--- config.mk ---
export PLATFORM = sky130hd
export DESIGN_NAME = sd_io_arbiter
export DESIGN_NICKNAME = d
export VERILOG_FILES = /design/src/rtl/sd_arb_pkg.sv /design/src/rtl/sd_io_arbiter_sync_edge.sv /design/src/rtl/sd_io_arbiter.sv
export SDC_FILE = /design/constraint.sdc
export NUM_CORES = 1
export LEC_CHECK = 0
export ABC_AREA = 1
export ABC_CLOCK_PERIOD_IN_PS = 4760
export BUFFER_PORTS_ARGS = -buffer_cell sky130_fd_sc_hd__buf_2
export CELL_PAD_IN_SITES_DETAIL_PLACEMENT = 0
export CELL_PAD_IN_SITES_GLOBAL_PLACEMENT = 1
export CORE_AREA = 2 2 109 111
export CTS_CLUSTER_DIAMETER = 30
export DETAILED_ROUTE_END_ITERATION = 7
export DIE_AREA = 0 0 111 113
export PLACE_DENSITY_LB_ADDON = 0.1
export SETUP_SLACK_MARGIN = 0.4
export SYNTH_ARGS = -nofsm -noshare
export SYNTH_HDL_FRONTEND = slang
export SYNTH_HIERARCHICAL = 1
export SYNTH_SLANG_ARGS = --single-unit
--- constraint.sdc ---
create_clock -name clk -period 4.76 [get_ports clk]
set_input_delay 0.952 -clock clk [delete_from_list [all_inputs] [get_ports clk]]
set_output_delay 0.952 -clock clk [all_outputs]
set_load 0.005 [all_outputs]
--- src/rtl/sd_arb_pkg.sv ---
// Shared definitions for the SD io arbiter: requester count, timeout default,
// FSM state encoding and the round-robin pick helper.
package sd_arb_pkg;

  // Number of requesters sharing the io controller.
  localparam int NREQ = 2;

  // Default ISSUE wait, in clk cycles, before an unacknowledged request is abandoned.
  localparam logic [23:0] TIMEOUT_DEFAULT = 24'd12_000_000;

  // Arbiter FSM states.
  typedef enum logic [1:0] {
    ST_IDLE  = 2'd0,
    ST_ISSUE = 2'd1,
    ST_BUSY  = 2'd2,
    ST_DONE  = 2'd3
  } arb_state_e;

  // Round-robin choice between two requesters: with both pending, the one
  // not served last wins; with one pending, that one wins.
  function automatic logic pick_grant(input logic [NREQ-1:0] pending,
                                      input logic            last_grant);
    logic winner;
    if (pending == 2'b11) begin
      winner = ~last_grant;
    end else begin
      winner = pending[1];
    end
    return winner;
  endfunction

endpackage

--- src/rtl/sd_io_arbiter_sync_edge.sv ---
// Two-flop synchronizer for an asynchronous control line, followed by a
// third flop used only for edge detection. The rise/fall outputs are
// combinational one-cycle pulses; a consumer that registers them forwards
// the event exactly three clk edges after the asynchronous transition.
module sync_edge (
  input  logic clk,
  input  logic reset_n,
  input  logic async_i,
  output logic rise_o,
  output logic fall_o
);

  // sync_q[0..1] form the metastability chain, sync_q[2] holds the previous synchronized level.
  logic [2:0] sync_q;
  logic [2:0] sync_d;

  assign sync_d = {sync_q[1:0], async_i};

  // Shift the asynchronous input through the synchronizer chain.
  always_ff @(posedge clk) begin
    if (!reset_n) begin
      sync_q <= '0;
    end else begin
      sync_q <= sync_d;
    end
  end

  assign rise_o =  sync_q[1] & ~sync_q[2];
  assign fall_o = ~sync_q[1] &  sync_q[2];

endmodule

--- src/rtl/sd_io_arbiter.sv ---
// Two-requester arbiter in front of the SD card io controller. Grants one
// sector read/write at a time round-robin, drives the io request lines,
// routes byte strobes and write data for the granted requester, and
// abandons a request that is not acknowledged within TIMEOUT cycles.
module sd_io_arbiter
  import sd_arb_pkg::*;
#(
  parameter logic [23:0] TIMEOUT = TIMEOUT_DEFAULT
) (
  input  logic            clk,
  input  logic            reset_n,
  input  logic [NREQ-1:0] req_rd,
  input  logic [NREQ-1:0] req_wr,
  input  logic [31:0]     req_lba0,
  input  logic [31:0]     req_lba1,
  input  logic [7:0]      req_dout0,
  input  logic [7:0]      req_dout1,
  output logic [NREQ-1:0] req_din_strobe,
  output logic [NREQ-1:0] req_dout_strobe,
  output logic [NREQ-1:0] req_done,
  output logic [NREQ-1:0] req_err,
  output logic            io_rd,
  output logic            io_wr,
  output logic [31:0]     io_lba,
  input  logic            io_ack,
  input  logic            io_din_strobe,
  input  logic            io_dout_strobe,
  output logic [7:0]      io_dout
);

  // Synchronized edge events from the io controller.
  logic ack_rise;
  logic ack_fall;
  logic din_rise;
  logic din_fall;
  logic dout_rise;
  logic dout_fall;

  sync_edge u_sync_ack (
    .clk    (clk),
    .reset_n(reset_n),
    .async_i(io_ack),
    .rise_o (ack_rise),
    .fall_o (ack_fall)
  );

  sync_edge u_sync_din (
    .clk    (clk),
    .reset_n(reset_n),
    .async_i(io_din_strobe),
    .rise_o (din_rise),
    .fall_o (din_fall)
  );

  sync_edge u_sync_dout (
    .clk    (clk),
    .reset_n(reset_n),
    .async_i(io_dout_strobe),
    .rise_o (dout_rise),
    .fall_o (dout_fall)
  );

  // Only rising strobe edges advance a byte; the falling edges are not needed.
  logic unused_edges;
  assign unused_edges = din_fall ^ dout_fall;

  // FSM and transaction context.
  arb_state_e      state_q, state_d;
  logic            grant_q, grant_d;
  logic            last_q, last_d;
  logic [31:0]     lba_q, lba_d;
  logic [23:0]     cnt_q, cnt_d;
  logic            io_rd_q, io_rd_d;
  logic            io_wr_q, io_wr_d;
  logic [NREQ-1:0] done_q, done_d;
  logic [NREQ-1:0] err_q, err_d;
  logic [NREQ-1:0] din_stb_q, din_stb_d;
  logic [NREQ-1:0] dout_stb_q, dout_stb_d;

  // Arbitration inputs, only acted on in IDLE.
  logic [NREQ-1:0] pending;
  logic            grant_pick;
  logic            timeout_hit;

  assign pending     = req_rd | req_wr;
  assign grant_pick  = pick_grant(pending, last_q);
  assign timeout_hit = (cnt_q == TIMEOUT - 24'd1);

  // Next-state and registered-output logic for the arbiter FSM.
  always_comb begin
    state_d    = state_q;
    grant_d    = grant_q;
    last_d     = last_q;
    lba_d      = lba_q;
    cnt_d      = cnt_q;
    io_rd_d    = io_rd_q;
    io_wr_d    = io_wr_q;
    done_d     = '0;
    err_d      = '0;
    din_stb_d  = '0;
    dout_stb_d = '0;

    case (state_q)
      ST_IDLE: begin
        if (|pending) begin
          // Latch the whole request; a simultaneous read wins over a write.
          grant_d = grant_pick;
          lba_d   = grant_pick ? req_lba1 : req_lba0;
          io_rd_d = req_rd[grant_pick];
          io_wr_d = ~req_rd[grant_pick];
          cnt_d   = '0;
          state_d = ST_ISSUE;
        end
      end

      ST_ISSUE: begin
        if (ack_rise) begin
          // An ack arriving on the expiry cycle still wins.
          io_rd_d = 1'b0;
          io_wr_d = 1'b0;
          state_d = ST_BUSY;
        end else if (timeout_hit) begin
          err_d[grant_q] = 1'b1;
          io_rd_d        = 1'b0;
          io_wr_d        = 1'b0;
          last_d         = grant_q;
          state_d        = ST_IDLE;
        end else begin
          cnt_d = cnt_q + 24'd1;
        end
      end

      ST_BUSY: begin
        din_stb_d[grant_q]  = din_rise;
        dout_stb_d[grant_q] = dout_rise;
        if (ack_fall) begin
          done_d[grant_q] = 1'b1;
          state_d         = ST_DONE;
        end
      end

      ST_DONE: begin
        last_d  = grant_q;
        state_d = ST_IDLE;
      end

      default: begin
        state_d = ST_IDLE;
      end
    endcase
  end

  // State and output registers; reset leaves requester 0 first in line.
  always_ff @(posedge clk) begin
    if (!reset_n) begin
      state_q    <= ST_IDLE;
      grant_q    <= 1'b0;
      last_q     <= 1'b1;
      lba_q      <= '0;
      cnt_q      <= '0;
      io_rd_q    <= 1'b0;
      io_wr_q    <= 1'b0;
      done_q     <= '0;
      err_q      <= '0;
      din_stb_q  <= '0;
      dout_stb_q <= '0;
    end else begin
      state_q    <= state_d;
      grant_q    <= grant_d;
      last_q     <= last_d;
      lba_q      <= lba_d;
      cnt_q      <= cnt_d;
      io_rd_q    <= io_rd_d;
      io_wr_q    <= io_wr_d;
      done_q     <= done_d;
      err_q      <= err_d;
      din_stb_q  <= din_stb_d;
      dout_stb_q <= dout_stb_d;
    end
  end

  assign io_rd           = io_rd_q;
  assign io_wr           = io_wr_q;
  assign io_lba          = lba_q;
  assign req_done        = done_q;
  assign req_err         = err_q;
  assign req_din_strobe  = din_stb_q;
  assign req_dout_strobe = dout_stb_q;

  // Write data follows the granted requester live while a transfer is in flight.
  assign io_dout = ((state_q == ST_ISSUE) || (state_q == ST_BUSY))
                 ? (grant_q ? req_dout1 : req_dout0)
                 : 8'hFF;

endmodule
======== After elaboration in Yosys (flattened, before gate mapping) ========
Index checks and enable logic that the tools add are counted.
storage, ports and cells
  logic and storage cells ................. 85
  register bits after elaboration ......... 79
cells by class
  reductions and logical operators ........ 14
  equality and inequality tests ........... 11
  add/sub/neg operators ................... 1
  bitwise logic cells ..................... 16
  muxes and demuxes ....................... 26
  magnitude comparators ................... 3
operators with widths
  kind                                                        number
  2-to-1 mux 24 bit                                           3
  case mux 24 bit (2 select lines)                            1
  2-to-1 mux 32 bit                                           1
  adder 24 x 1 -> 24 bit, second input constant               1
  equality test 24 bit, second input constant                 1
  2-to-1 mux 8 bit                                            2
  AND reduction 3 bit                                         4
  2-to-1 mux 1 bit                                            10
  != test 2 bit, second input constant                        5
  NOT 1 bit                                                   9
  2-to-1 mux 2 bit                                            4
  case mux 2 bit (4 select lines)                             1
  equality test 2 bit, second input constant                  3
  case mux 1 bit (2 select lines)                             3
  AND 1 bit                                                   4
  AND 2 bit                                                   2
  less-than comparator 1 x 2 -> 1 bit, second input constant  2
  AND reduction 2 bit                                         2
  AND reduction 4 bit                                         1
  nonzero test 2 bit                                          2
  OR reduction 4 bit                                          1
  != test 3 bit, second input constant                        1
  equality test 2 x 1 -> 1 bit, second input constant         1
  logical NOT 2 bit                                           1
  other kinds (6)                                             6

======== Logic depth before layout (Yosys ltp) ========
Gate-level depths: netlist of run 1.
  word-level depth ........................ 8
  depth in mapped cells ................... 11

======== Cells and area by module ========
The synthesis of run 1 kept the hierarchy.
by module, submodules not included
  module         area each (um^2)  cells an instance  times used
  sd_io_arbiter  3793.6            594                1
  sync_edge      100.1             13                 3

======== Least setup slack after synthesis of run 1 ========
No wires, ideal clock.
  kind .................................... input to output
  start ................................... in req_dout1[2]
  end ..................................... out io_dout[2]
  arrival ................................. 1.084 ns
  cell stages on the path ................. 2
  setup slack ............................. 2.724 ns
  path through ............................ nand2_1 nand3_1
between the ends
  word-level cells in the longest chain between the ends .. 2
ends and longest elaborated chain
  element                        RTL line              text
  start: declaration             sd_io_arbiter.sv:17   input logic [7:0] req_dout1,
  2-to-1 mux 8 bit (2 in a row)  sd_io_arbiter.sv:192  ? (grant_q ? req_dout1 : req_dout0)
  end: declaration               sd_io_arbiter.sv:28   output logic [7:0] io_dout
Every way passes these cells.

======== Worst setup path after layout of run 1 ========
  start ................................... reg state_q[0]
  end ..................................... reg cnt_q[1]
between the ends
  word-level cells in the longest chain between the ends .. 3
ends and longest elaborated chain
  element                                                               RTL line              text
  start: declaration                                                    sd_io_arbiter.sv:68   arb_state_e state_q, state_d;
  start signal: assignment                                              sd_io_arbiter.sv:168  state_q <= state_d;
  equality test 2 x 1 -> 1 bit or logical NOT 2 bit (tied branches)     sd_io_arbiter.sv:103  case (state_q)
  != test 2 bit (no source line) or nonzero test 2 bit (tied branches)  --
  AND reduction 4 bit (no source line)                                  --
  end signal: assignment                                                sd_io_arbiter.sv:172  cnt_q <= cnt_d;
  end: declaration                                                      sd_io_arbiter.sv:72   logic [23:0] cnt_q, cnt_d;
Parallel ways exist; a longest one is shown, timed or not.
A chain may end at the register's enable or synchronous reset.

==> results.sh, run 1 <==
export IMPL_total_power_w=0.00242
export IMPL_dp_hpwl_um=8070
export IMPL_cts_setup_buffers=0
export IMPL_dr_pass1_iters=4
export IMPL_drv_cap=0
export IMPL_p_switching_w=0.000908
export IMPL_cts_tree="built"
export IMPL_fillers=1188
export IMPL_stdcell_count=902
export IMPL_rsz0062_at_grt="no"
export IMPL_p_comb_share_pct=36.4
export IMPL_path_cells="ha_1 > o21ai_0 > nor2_1 > buf_4 > nand2_2 > inv_1 > nand2_1 > o21ai_0 > nor2_1"
export IMPL_synth_fp_nets=724
export IMPL_dr_first_iter_drc_count=179
export IMPL_min_path_type="reg -> reg"
export IMPL_critical_path_class="reg -> reg"
export IMPL_clk_pin_slew_ns=0.06
export IMPL_slowest_stage="ha_1"
export IMPL_slew_viol_final=0
export IMPL_slew_headroom_pct=31.7
export IMPL_numCtsBuffers=9
export IMPL_grt_pass1_vias=3773
export IMPL_die_w_um=111
export IMPL_max_stage_delay_ns=0.52
export IMPL_leakage_nw=2.29
export IMPL_syn_mean_instance_area_sq_um=6.48
export IMPL_internal_power_w=0.00151
export IMPL_coreArea_sq_um=11300
export IMPL_clock_power_share_pct=28.6
export IMPL_multi_input_area_sq_um=2130
export IMPL_tns_ns=0
export IMPL_r2r_start="state_q[0]"
export IMPL_max_freq_mhz=372
export IMPL_ys_warn_count=6
export IMPL_r2r_slack_ns=2.07
export IMPL_nets=849
export IMPL_setup_viol=0
export IMPL_skew_ns=0.00667
export IMPL_die_area_sq_um=12500
export IMPL_worstPathArrival_ns=2.89
export IMPL_power_frac_seq_pct=35.1
export IMPL_dp_cells=886
export IMPL_crit_path_start_kind="register"
export IMPL_cts_root_buf="clkbuf_16"
export IMPL_wl_um=11200
export IMPL_drive_gt1_share_pct=24.5
export IMPL_core_rowCount=39
export IMPL_ir_drop_mv=0.329
export IMPL_gp_congestion=0.823
export IMPL_synth_area_sq_um=4080
export IMPL_seqCellArea_sq_um=1580
export IMPL_numClockSinks=79
export IMPL_worst_skew_pair_late_latency_ns=0.34
export IMPL_vias_per_cell=4.62
export IMPL_postSynthCellCount=629
export IMPL_crit_fanout=20
export IMPL_clockBufferDepth=2
export IMPL_crit_required_ns=4.96
export IMPL_io_pins=139
export IMPL_min_to="u_sync_ack/sync_q[1]"
export IMPL_diodes=0
export IMPL_p_per_area_nw_per_um2=470
export IMPL_wl_per_cell_um=12.4
export IMPL_grt_pass1_wl_um=18400
export IMPL_status="complete, no violations"
export IMPL_tightest_slew_ns=1.02
export IMPL_period_needed_ns=2.69
export IMPL_vias=4164
export IMPL_grt_max_degree=66
export IMPL_initial_core_util_pct=36.2
export IMPL_hold_path_depth=2
export IMPL_swShare_pct=37.5
export IMPL_grt_use_total_pct=18.1
export IMPL_fin_crit_sh_pct=56.5
export IMPL_port_buffers=138
export IMPL_hold_viol=0
export IMPL_grt_ovfl_total=0
export IMPL_dieHeight_um=113
export IMPL_antenna_found_initial=0
export IMPL_reg2reg_depth=9
export IMPL_ant_nets=0
export IMPL_postCtsHoldBufs=0
export IMPL_drcViolationCount=0
export IMPL_hold_ws_ns=0.404
export IMPL_rr_endpoint="cnt_q[1]"
export IMPL_min_from="u_sync_ack/sync_q[0]"
export IMPL_syn2layout_area_growth_pct=26.2
export IMPL_h_tree_depth=3
export IMPL_cts_resized=0
export IMPL_worst_setup_path_end_kind="register"
## metal layers
layer / up-vias / share of wire (%) / GRT usage (%)
met5: - / 0 / 0
met4: 0 / 1.5 / 6.25
met3: 12 / 6.3 / 5.09
met2: 109 / 44 / 28.4
met1: 1811 / 48 / 24.0
li1: 2232 / - / -
## area by class of cell
| cell class | count | area share, % |
|---|---|---|
| tap | 143 | 3.48 |
| sequential | 79 | 30.7 |
| inverter | 62 | 4.52 |
| clock inverter | 5 | 1.12 |
| clock buffer | 11 | 4.72 |
| multi-input combinational | 460 | 41.4 |
| timing repair buffer | 142 | 14.0 |
## how the worst max path moves through the flow
stage                 start         end  slack, ns  depth (start not counted)
2_1_floorplan  req_dout1[2]  io_dout[2]       2.72                          2
3_3_place_gp      req_wr[1]    cnt_q[1]       1.89                         10
3_5_place_dp      req_wr[0]    cnt_q[1]       1.84                         10
4_1_cts            register    cnt_q[1]       2.05                         10
5_1_grt            register    cnt_q[1]       1.76                         10
6_report         state_q[0]    cnt_q[1]       2.07                          9
## placed cells by master, fill, tap and decap left out, types with 3 or more instances in the layout
master and instances:
buf_4 4, nor2_1 134, a21oi_1 40, nand3_1 28, inv_1 62, clkinvlp_4 3
nand2_2 10, nor3_1 13, xor2_1 3, o21bai_1 3, nor2_2 5, ha_1 6
dfxtp_1 79, o21ai_0 41, buf_2 138, nand2_1 142, xnor2_1 3, clkbuf_16 9
a21oi_2 10, nand3b_1 3, nand4_1 11
## power groups by stage
stage	registers (W)	logic (W)	clock network, W
floorplan	0.000857	0.000618	0
global placement	0.000857	0.000884	0
detailed placement	0.000861	0.000894	0
CTS	0.000848	0.000895	0.000714
global route	0.000863	0.00100	0.000741
finish	0.000848	0.000880	0.000691
## critical path, delay by kind of cell, from the launching register on
kind                     cells  cell delay, ns
AO/OA/AOI/OAI                2            0.30
adder cells (fa/ha/maj)      1            0.52
buffers and inverters        2            0.69
flip-flops                   1            0.42
AND/OR/NAND/NOR              4            0.60
## state kept, by name, indices dropped and copies added, names as in the netlist, named ones only
| name | count |
|---|---|
| cnt_q | 24 |
| grant_q | 1 |
| io_lba | 32 |
| io_rd | 1 |
| io_wr | 1 |
| last_q | 1 |
| req_din_strobe | 2 |
| req_done | 2 |
| req_dout_strobe | 2 |
| req_err | 2 |
| state_q | 1 |
| u_sync_ack/sync_q | 3 |
| u_sync_din/sync_q | 3 |
| u_sync_dout/sync_q | 3 |
## metrics by stage
step,setup slack (ns),util [%],cell area (sq um)
floorplan,2.72,-,4080
global placement,1.89,43.0,4850
detailed placement,1.84,43.0,4850
CTS,2.05,45.7,5150
global route,1.76,45.7,5150
finish,2.07,45.7,5150
(Power assumes the default switching activity.)
==> run 2, diff against run 1 <==
--- a/config.mk
+++ b/config.mk
@@ -6,14 +6,14 @@
 export NUM_CORES = 1
 export LEC_CHECK = 0
 export ABC_AREA = 1
-export ABC_CLOCK_PERIOD_IN_PS = 4760
+export ABC_CLOCK_PERIOD_IN_PS = 2300
 export BUFFER_PORTS_ARGS = -buffer_cell sky130_fd_sc_hd__buf_2
 export CELL_PAD_IN_SITES_DETAIL_PLACEMENT = 0
 export CELL_PAD_IN_SITES_GLOBAL_PLACEMENT = 1
-export CORE_AREA = 2 2 109 111
+export CORE_AREA = 2 2 118 120
 export CTS_CLUSTER_DIAMETER = 30
 export DETAILED_ROUTE_END_ITERATION = 7
-export DIE_AREA = 0 0 111 113
+export DIE_AREA = 0 0 120 122
 export PLACE_DENSITY_LB_ADDON = 0.1
 export SETUP_SLACK_MARGIN = 0.4
 export SYNTH_ARGS = -nofsm -noshare
==> constraint.sdc (replaced) <==
create_clock -name clk -period 2.3 [get_ports clk]
set_input_delay 0.46 -clock clk [delete_from_list [all_inputs] [get_ports clk]]
set_output_delay 0.46 -clock clk [all_outputs]
set_load 0.005 [all_outputs]
==> run 2 against run 1 <==
  * Global-route usage is 1.7 points lower
  * Sequential power is 110% higher
  * Largest power group unchanged
  * Utilization is 6.1 points lower
  * Cell count is 4.9% higher
  * Via count is 1.9% higher
  * Critical path depth is 5 lower
==> results.sh, run 2 (same netlist as run 1, synthesis figures left out) <==
export IMPL_tns_ns=0
export IMPL_ir_drop_mv=0.424
export IMPL_fin_crit_sh_pct=78.7
export IMPL_min_path_type="in -> reg"
export IMPL_status="complete, no violations"
export IMPL_hold_viol=0
export IMPL_io_pins=139
export IMPL_ant_nets=0
export IMPL_grt_max_degree=66
export IMPL_wl_um=12000
export IMPL_numClockSinks=79
export IMPL_dieHeight_um=122
export IMPL_tightest_slew_ns=0.489
export IMPL_drive_gt1_share_pct=27.2
export IMPL_diodes=0
export IMPL_numCtsBuffers=9
export IMPL_grt_pass1_vias=3946
export IMPL_grt_pass1_wl_um=19000
export IMPL_clk_pin_slew_ns=0.06
export IMPL_worst_skew_pair_late_latency_ns=0.34
export IMPL_skew_ns=0.00613
export IMPL_h_tree_depth=3
export IMPL_leakage_nw=2.35
export IMPL_drv_cap=0
export IMPL_grt_use_total_pct=16.4
export IMPL_period_needed_ns=1.81
export IMPL_max_freq_mhz=552
export IMPL_vias_per_cell=4.49
export IMPL_syn2layout_area_growth_pct=31.0
export IMPL_worst_setup_path_end_kind="primary output"
export IMPL_dr_pass1_iters=4
export IMPL_crit_path_start_kind="register"
export IMPL_antenna_found_initial=0
export IMPL_place_ws_ns=0.349
export IMPL_drcViolationCount=0
export IMPL_dr_first_iter_drc_count=202
export IMPL_slew_headroom_pct=67.2
export IMPL_setup_ws_ns=0.489
export IMPL_die_w_um=120
export IMPL_cts_setup_buffers=0
export IMPL_coreArea_sq_um=13500
export IMPL_largest_register_ffs=32
export IMPL_critical_path_class="reg -> out"
export IMPL_postCtsHoldBufs=0
export IMPL_final_common_cell="nand2_1"
export IMPL_cts_tree="built"
export IMPL_hold_ws_ns=0.299
export IMPL_port_buffers=138
export IMPL_crit_fanout=8
export IMPL_vias=4243
export IMPL_crit_required_ns=1.84
export IMPL_slew_viol_final=0
export IMPL_setup_viol=0
export IMPL_worstPathArrival_ns=1.35
export IMPL_clockBufferDepth=2
export IMPL_initial_core_util_pct=30.2
export IMPL_final_cell_mix="142 x nand2_1, 138 x buf_2, 132 x nor2_1, 76 x dfxtp_1, 60 x inv_1"
export IMPL_cts_root_buf="clkbuf_16"
export IMPL_p_per_area_nw_per_um2=993
export IMPL_dp_hpwl_um=8760
export IMPL_wl_per_cell_um=12.7
export IMPL_core_rowCount=43
export IMPL_rsz0062_at_grt="yes"
export IMPL_die_area_sq_um=14600
export IMPL_nets=857
export IMPL_gp_congestion=0.803
export IMPL_grt_ovfl_total=0
==> run 2: cell count changes in the layout (fill, tap and decap cells not counted), sizes merged <==
cell / delta
inv: -1
clkbuf: +1
buf: +7
==> run 2: critical path, cell delays in order (launching register included) <==
cell	delay, ns
dfxtp_4	0.37
inv_1	0.09
ha_4	0.33
nand3_1	0.09
buf_2	0.13
==> run 2: what timing repair did <==
item	4_1_cts	5_1_grt
gates resized for setup	4	20
endpoints found under the setup margin	20	35
hold endpoints to repair	0	0
pin swaps	0	2
gates cloned	0	1
==> run 2: area by class of cell <==
| class | count | area [sq um] |
|---|---|---|
| multi-input cells | 460 | 2180 |
| well taps | 180 | 225 |
| clock inverters | 3 | 42.5 |
| repair buffers | 149 | 810 |
| fillers | 1495 | 8160 |
| repair inverters | 1 | 7.51 |
| inverters | 62 | 236 |
| clock buffers | 12 | 256 |
| flip-flops and latches | 79 | 1590 |
==> run 2: path summary, 6_finish.rpt <==
path	from	endpoint	slack, ns	cells after the start
worst max-delay path	state_q[0]	io_dout[3]	0.49	4
worst min-delay path	io_dout_strobe	u_sync_dout/sync_q[0]	0.30	3
worst max register to register	cnt_q[16]	cnt_q[1]	0.50	9
worst min register to register	u_sync_din/sync_q[0]	u_sync_din/sync_q[1]	0.41	2
==> run 2: metrics by stage <==
step | cells | total power, W | utilization (%) | instance area [sq um]
floorplan | 629 | 0.00305 | - | 4080
global placement | 930 | 0.00377 | 36.8 | 4970
detailed placement | 930 | 0.00377 | 36.8 | 4970
CTS | 945 | 0.00530 | 39.1 | 5290
global route | 946 | 0.00571 | 39.6 | 5350
finish | 946 | 0.00531 | 39.6 | 5350
==> run 2: per-layer routing <==
layer  global-route usage [%]  up-vias  share of wire (%)
li1                         -     2247                  -
met1                     20.1     1891                 45
met2                     27.7       91                 48
met3                     4.82       14                5.5
met4                     5.07        0                1.3
met5                        0        -                  0
==> run 2: report_power, final <==
group	leakage (nW)	internal (W)	switching [W]
registers	0.648	0.00161	0.000129
clock network	0.145	0.000893	0.000574
logic	1.55	0.000800	0.00130
total	2.35	0.00330	0.00200
